`src/rtl/stencil_pkg.sv`:
```
// stencil_pkg: shared types for the stencil RMW controller.
// Holds compare functions, stencil ops and controller FSM states.
package stencil_pkg;

  typedef enum logic [2:0] {
    F_NEVER,
    F_LESS,
    F_EQUAL,
    F_LEQUAL,
    F_GREATER,
    F_NOTEQUAL,
    F_GEQUAL,
    F_ALWAYS
  } stencil_func_t;

  typedef enum logic [2:0] {
    OP_KEEP,
    OP_ZERO,
    OP_REPLACE,
    OP_INCR,
    OP_DECR,
    OP_INVERT,
    OP_INCR_WRAP,
    OP_DECR_WRAP
  } stencil_op_t;

  typedef enum logic [2:0] {
    S_IDLE,
    S_READ,
    S_WAIT_RD,
    S_TEST,
    S_WAIT_DEPTH,
    S_WRITE,
    S_RESP
  } ctrl_state_t;

endpackage

```
`src/rtl/stencil_op_unit.sv`:
```
// stencil_op_unit: combinational stencil op + write-mask merge.
// In: stored_i, ref_i, wmask_i, op_i. Out: new_o, changed_o.
module stencil_op_unit
  import stencil_pkg::*;
#(
  parameter int W = 8
) (
  input  logic [W-1:0] stored_i,
  input  logic [W-1:0] ref_i,
  input  logic [W-1:0] wmask_i,
  input  stencil_op_t  op_i,
  output logic [W-1:0] new_o,
  output logic         changed_o
);

  logic [W-1:0] res;

  always_comb begin
    res = stored_i;
    unique case (op_i)
      OP_KEEP:      res = stored_i;
      OP_ZERO:      res = '0;
      OP_REPLACE:   res = ref_i;
      OP_INCR:      res = (&stored_i) ? stored_i
                                      : stored_i + W'(1);
      OP_DECR:      res = (~|stored_i) ? stored_i
                                       : stored_i - W'(1);
      OP_INVERT:    res = ~stored_i;
      OP_INCR_WRAP: res = stored_i + W'(1);
      OP_DECR_WRAP: res = stored_i - W'(1);
      default:      res = stored_i;
    endcase
  end

  assign new_o     = (stored_i & ~wmask_i) | (res & wmask_i);
  assign changed_o = (new_o != stored_i);

endmodule

```
`src/rtl/stencil_ctrl.sv`:
```
// stencil_ctrl: one-fragment-at-a-time stencil read/test/write FSM.
// Ports: fragment in, mem read/write, depth handshake, result out.
module stencil_ctrl
  import stencil_pkg::*;
#(
  parameter int STENCIL_SIZE = 8,
  parameter int ADDR_W       = 20
) (
  input  logic                    clk_i,
  input  logic                    rst_i,
  input  logic                    frag_valid_i,
  output logic                    frag_ready_o,
  input  logic [ADDR_W-1:0]       frag_addr_i,
  input  logic [STENCIL_SIZE-1:0] ref_val_i,
  input  logic [STENCIL_SIZE-1:0] func_mask_i,
  input  logic [STENCIL_SIZE-1:0] write_mask_i,
  input  logic [2:0]              stencil_func_i,
  input  logic [2:0]              sfail_op_i,
  input  logic [2:0]              dpfail_op_i,
  input  logic [2:0]              dppass_op_i,
  output logic                    mem_rd_req_o,
  output logic [ADDR_W-1:0]       mem_rd_addr_o,
  input  logic                    mem_rd_valid_i,
  input  logic [STENCIL_SIZE-1:0] mem_rd_data_i,
  input  logic                    depth_valid_i,
  output logic                    depth_ready_o,
  input  logic                    depth_pass_i,
  output logic                    mem_wr_en_o,
  output logic [ADDR_W-1:0]       mem_wr_addr_o,
  output logic [STENCIL_SIZE-1:0] mem_wr_data_o,
  output logic                    res_valid_o,
  input  logic                    res_ready_i,
  output logic                    stencil_pass_o,
  output logic                    pass_o
);

  localparam int S = STENCIL_SIZE;

  ctrl_state_t   state_q, state_d;
  logic          alive_q;
  logic [ADDR_W-1:0] addr_q;
  logic [S-1:0]  ref_q, fmask_q, wmask_q, stored_q;
  stencil_func_t func_q;
  stencil_op_t   sfail_q, dpfail_q, dppass_q;
  logic          spass_q, dpass_q;

  logic          accept, cmp_pass, changed;
  logic [S-1:0]  a, b, new_val;
  stencil_op_t   op_sel;

  assign accept = frag_valid_i & frag_ready_o;
  assign a      = ref_q & fmask_q;
  assign b      = stored_q & fmask_q;

  always_comb begin
    cmp_pass = 1'b0;
    unique case (func_q)
      F_NEVER:    cmp_pass = 1'b0;
      F_LESS:     cmp_pass = (a <  b);
      F_EQUAL:    cmp_pass = (a == b);
      F_LEQUAL:   cmp_pass = (a <= b);
      F_GREATER:  cmp_pass = (a >  b);
      F_NOTEQUAL: cmp_pass = (a != b);
      F_GEQUAL:   cmp_pass = (a >= b);
      F_ALWAYS:   cmp_pass = 1'b1;
      default:    cmp_pass = 1'b0;
    endcase
  end

  assign op_sel = !spass_q ? sfail_q
                : dpass_q  ? dppass_q
                           : dpfail_q;

  stencil_op_unit #(.W(S)) u_op (
    .stored_i  (stored_q),
    .ref_i     (ref_q),
    .wmask_i   (wmask_q),
    .op_i      (op_sel),
    .new_o     (new_val),
    .changed_o (changed)
  );

  always_ff @(posedge clk_i or posedge rst_i) begin
    if (rst_i) state_q <= S_IDLE;
    else       state_q <= state_d;
  end

  always_comb begin
    state_d = state_q;
    unique case (state_q)
      S_IDLE:       if (accept) state_d = S_READ;
      S_READ:       state_d = S_WAIT_RD;
      S_WAIT_RD:    if (mem_rd_valid_i) state_d = S_TEST;
      S_TEST:       state_d = cmp_pass ? S_WAIT_DEPTH
                                       : S_WRITE;
      S_WAIT_DEPTH: if (depth_valid_i) state_d = S_WRITE;
      S_WRITE:      state_d = S_RESP;
      S_RESP:       if (res_ready_i) state_d = S_IDLE;
      default:      state_d = S_IDLE;
    endcase
  end

  always_comb begin
    frag_ready_o   = 1'b0;
    mem_rd_req_o   = 1'b0;
    depth_ready_o  = 1'b0;
    mem_wr_en_o    = 1'b0;
    res_valid_o    = 1'b0;
    stencil_pass_o = 1'b0;
    pass_o         = 1'b0;
    mem_rd_addr_o  = '0;
    mem_wr_addr_o  = '0;
    mem_wr_data_o  = '0;
    unique case (state_q)
      // ready waits one clock after reset release
      S_IDLE:       frag_ready_o = alive_q;
      S_READ: begin
        mem_rd_req_o  = 1'b1;
        mem_rd_addr_o = addr_q;
      end
      S_WAIT_DEPTH: depth_ready_o = 1'b1;
      S_WRITE: begin
        mem_wr_en_o   = changed;
        mem_wr_addr_o = addr_q;
        mem_wr_data_o = new_val;
      end
      S_RESP: begin
        res_valid_o    = 1'b1;
        stencil_pass_o = spass_q;
        pass_o         = spass_q & dpass_q;
      end
      default: ;
    endcase
  end

  always_ff @(posedge clk_i or posedge rst_i) begin
    if (rst_i) begin
      alive_q  <= 1'b0;
      addr_q   <= '0;
      ref_q    <= '0;
      fmask_q  <= '0;
      wmask_q  <= '0;
      stored_q <= '0;
      func_q   <= F_NEVER;
      sfail_q  <= OP_KEEP;
      dpfail_q <= OP_KEEP;
      dppass_q <= OP_KEEP;
      spass_q  <= 1'b0;
      dpass_q  <= 1'b0;
    end else begin
      alive_q <= 1'b1;
      if (accept) begin
        addr_q   <= frag_addr_i;
        ref_q    <= ref_val_i;
        fmask_q  <= func_mask_i;
        wmask_q  <= write_mask_i;
        func_q   <= stencil_func_t'(stencil_func_i);
        sfail_q  <= stencil_op_t'(sfail_op_i);
        dpfail_q <= stencil_op_t'(dpfail_op_i);
        dppass_q <= stencil_op_t'(dppass_op_i);
        dpass_q  <= 1'b0;
      end
      if (state_q == S_WAIT_RD && mem_rd_valid_i)
        stored_q <= mem_rd_data_i;
      if (state_q == S_TEST)
        spass_q <= cmp_pass;
      if (state_q == S_WAIT_DEPTH && depth_valid_i)
        dpass_q <= depth_pass_i;
    end
  end

endmodule

```
`config.mk`:
```
export PLATFORM = sky130hd
export DESIGN_NAME = stencil_ctrl
export DESIGN_NICKNAME = d
export VERILOG_FILES = /design/src/rtl/stencil_pkg.sv /design/src/rtl/stencil_op_unit.sv /design/src/rtl/stencil_ctrl.sv
export SDC_FILE = /design/constraint.sdc
export NUM_CORES = 1
export LEC_CHECK = 0
export CAP_MARGIN = 5
export CELL_PAD_IN_SITES_DETAIL_PLACEMENT = 1
export CELL_PAD_IN_SITES_GLOBAL_PLACEMENT = 1
export CORE_ASPECT_RATIO = 1.5
export CORE_UTILIZATION = 39
export DETAILED_ROUTE_END_ITERATION = 7
export GPL_TIMING_DRIVEN = 0
export PLACE_DENSITY = 0.84
export SETUP_SLACK_MARGIN = 0.02
export SKIP_LAST_GASP = 1
export SYNTH_ARGS = -nofsm -noshare
export SYNTH_HDL_FRONTEND = slang
export SYNTH_SLANG_ARGS = --single-unit
```
`constraint.sdc`:
```
create_clock -name clk_i -period 4.3 [get_ports clk_i]
set_clock_uncertainty 0.1 [all_clocks]
set_input_delay 0.645 -clock clk_i [delete_from_list [all_inputs] [get_ports clk_i]]
set_output_delay 0.645 -clock clk_i [all_outputs]
set_load 0.02 [all_outputs]
```
==> metrics.yaml <==
outcome: "finished, final reports clean"
wl_um: 15300
syn2layout_area_growth_pct: 40.4
clockRootBuffer: "clkbuf_16"
core_um2: 11100
ant_nets: 0
drive_gt1_share_pct: 19.0
relSlewSlack_pct: 41.9
drv_slew: 0
crit_fanout: 10
rr_worst_depth: 10
cp.required_ns: 3.56
synth-main-ff-cell: "dfrtp_1"
setup_viol: 0
die_y_um: 133
p_switching_mw: 2.30
p_leak_nw: 2.54
synth_seq_cells: 70
hp-class: "flop to flop"
worst_pin_slew_ns: 0.871
yosys.area.top_type_share_pct: 39.1
whs_ns: 0.414
dr_total_vias: 4246
clock_path_buffers: 2
critPathLaunchType: "flop"
diodes: 0
period_minus_slack_ns: 4.00
insertion_delay_ns: 0.33
rows: 47
drc: 0
grt_pass1_vias: 4740
die_w_um: 89.5
worst_slack_ns: 0.295
cts_buffers: 9
grt_max_degree: 71
synth_edf_count: 0
syn_area_um2: 4470
hp-start: "dpfail_q[0]"
cts_tree: "built"
seq_power_share_pct: 26.2
fin_area_um2: 6280
rr_endpoint: "spass_q"
start_util_pct: 40.3
viasPerCell: 5.65
ys_async_sr_fraction_pct: 100
synth.area.top_cells: "dfrtp_1 (39%), mux2_2 (15%), and2_1 (7.4%)"
netlist_instances: 462
max-vdd-ir-drop_mv: 0.415
grt_antenna_before_repair: 0
nNetsFinal: 681
timing.rr.start: "stored_q[4]"
fill_cells: 1242
finalHoldViolations: 0
drt-pass1-iter-count: 5
max-cap-violations: 0
crit_path_end_kind: "primary output"
dp_hpwl_um: 11700
dp_cells: 734
dpl_worst_slack_ns: -0.000518
h-tree-depth: 3
pin_count: 126
fmax_mhz: 250
pwr-share-comb_pct: 58.9
timing.final.crit_share_pct: 93.1
rsz0062_at_grt: "no"
syn_area_per_cell_um2: 9.68
first_iter_violations: 177
post-synth-top-count-cell: "dfrtp_1"
synth.top_cells.by_count: "dfrtp_1 (70), mux2_2 (60), and2_1 (53)"
p_per_area_nw_per_um2: 801
syn-num-nets: 544
wl_per_cell_um: 20.4
critPathKind: "flop to primary output"
portBuffers: 125
clkTransAtPathRegs_ns: 0.06
hold_buffers: 0
place.gp.congestion: 0.935
grt_usage_pct: 27.1
pwr-share-clk_pct: 15.0
p_int_mw: 2.74
grt_pass1_wl_um: 24200
ys_types: 62
synth_top_area_cell: "dfrtp_1"
ys_warn_count: 0
clock-sinks: 70
worst_ep_arrival_time_ns: 3.26
holdPathStages: 1
min_to: "dpfail_q[0]"
die-area_um2: 11900
yosysSeqAreaShare_pct: 39.1
netSwitchingFraction_pct: 45.6
fin_cells: 751
place_area_um2: 5910
r2r_slack_ns: 1.70
gr-total-overflow: 0
## per-stage QoR
step	util, %	power (mW)	setup TNS (ns)
CTS	56.2	5.00	0
detailed placement	53.2	4.17	-0.000518
finish	56.5	5.03	0
floorplan	-	3.20	0
global route	56.5	5.36	0
global placement	53.2	4.05	-0.0598
## flip-flops by register name, indices dropped and copies added, names as in the netlist, 3 cells and up
signal and cells:
sfail_q 3, func_q 3, addr_q 20, wmask_q 8, dpfail_q 3, ref_q 8
stored_q 8, state_q 3, fmask_q 8, dppass_q 3
## kinds of logic after synthesis
| group | Yosys count | synth area share (%) |
|---|---|---|
| buffers and inverters | 40 | 4.42 |
| AOI/OAI and AO/OA | 94 | 14.9 |
| DFF | 70 | 39.1 |
| muxes | 65 | 16.2 |
| xor gates and xnor gates | 8 | 1.57 |
| other | 1 | 0.0838 |
| and+or+nand+nor | 173 | 20.6 |
| adders and majority gates | 11 | 3.08 |
## power by group through the flow
stage          Clock (mW)  Combinational [mW]  Sequential (mW)
3_5_place_dp            0                2.87             1.30
2_1_floorplan           0                2.04             1.17
4_1_cts             0.762                2.93             1.30
3_3_place_gp            0                2.79             1.26
6_report            0.753                2.96             1.32
5_1_grt             0.790                3.21             1.36
## what timing repair did
item	in CTS	in global routing
pin swaps	1	1
gates resized for setup	5	12
endpoints found under the setup margin	1	1
buffers inserted	2	0
## worst max path at each step
stage,cells after the start,from,slack [ns],endpoint
6_report,11,spass_q,0.30,mem_wr_data_o[2]
5_1_grt,11,spass_q,0.12,mem_wr_data_o[2]
4_1_cts,11,stored_q[0],0.03,mem_wr_en_o
3_5_place_dp,9,stored_q[3],-0.0005,mem_wr_en_o
3_3_place_gp,9,stored_q[3],-0.06,mem_wr_en_o
2_1_floorplan,9,stored_q[1],1.13,mem_wr_en_o
## cell type report
class,instances,area [um^2],share of cell area [%]
tap,147,184,2.93
clock inverter,6,71.3,1.14
buffer,30,160,2.55
multi-input combinational,352,2580,41.0
inverter,9,36.3,0.578
sequential,70,1760,28.0
clock buffer,10,229,3.64
timing repair buffer,127,1270,20.2
## cell usage in the layout, fill, tap and decap left out, types with 5 or more instances in the layout
cell type        netlist  final
clkdlybuf4s50_1        0    124
dfrtp_1               70     66
mux2_2                60     60
and2_1                53     53
nand2_1               44     44
o21ai_0               18     18
nor2_1                18     18
clkbuf_1              17     17
nand3_1               16     16
a21oi_1               15     14
ha_1                  11     10
nor3_1                10      9
clkbuf_16              0      9
nand4_1                8      8
a211oi_1               7      7
xnor2_1                7      7
a31oi_1                7      7
inv_1                  9      6
a21o_1                 6      6
buf_2                  5      5
buf_6                  5      5
o211ai_1               5      5
## layer usage
metal | GRT usage (%) | vias to the layer above | routed length (um)
met1 | 27.6 | 2098 | 5290
met5 | 0 | - | 0
met2 | 50.4 | 153 | 8550
met4 | 13.1 | 0 | 662
li1 | - | 1941 | -
met3 | 5.95 | 54 | 803
## critical path, stage by stage, from the launching register on
cell	delay, ns
dfrtp_1	0.38
buf_2	0.25
nor2_1	0.11
a21oi_2	0.24
buf_2	0.31
nand3_1	0.11
a21oi_1	0.23
o32ai_2	0.15
nand2_1	0.14
o211ai_1	0.10
a211oi_1	0.27
clkdlybuf4s50_1	0.64
Note: power is estimated with default switching activity, not from simulation.
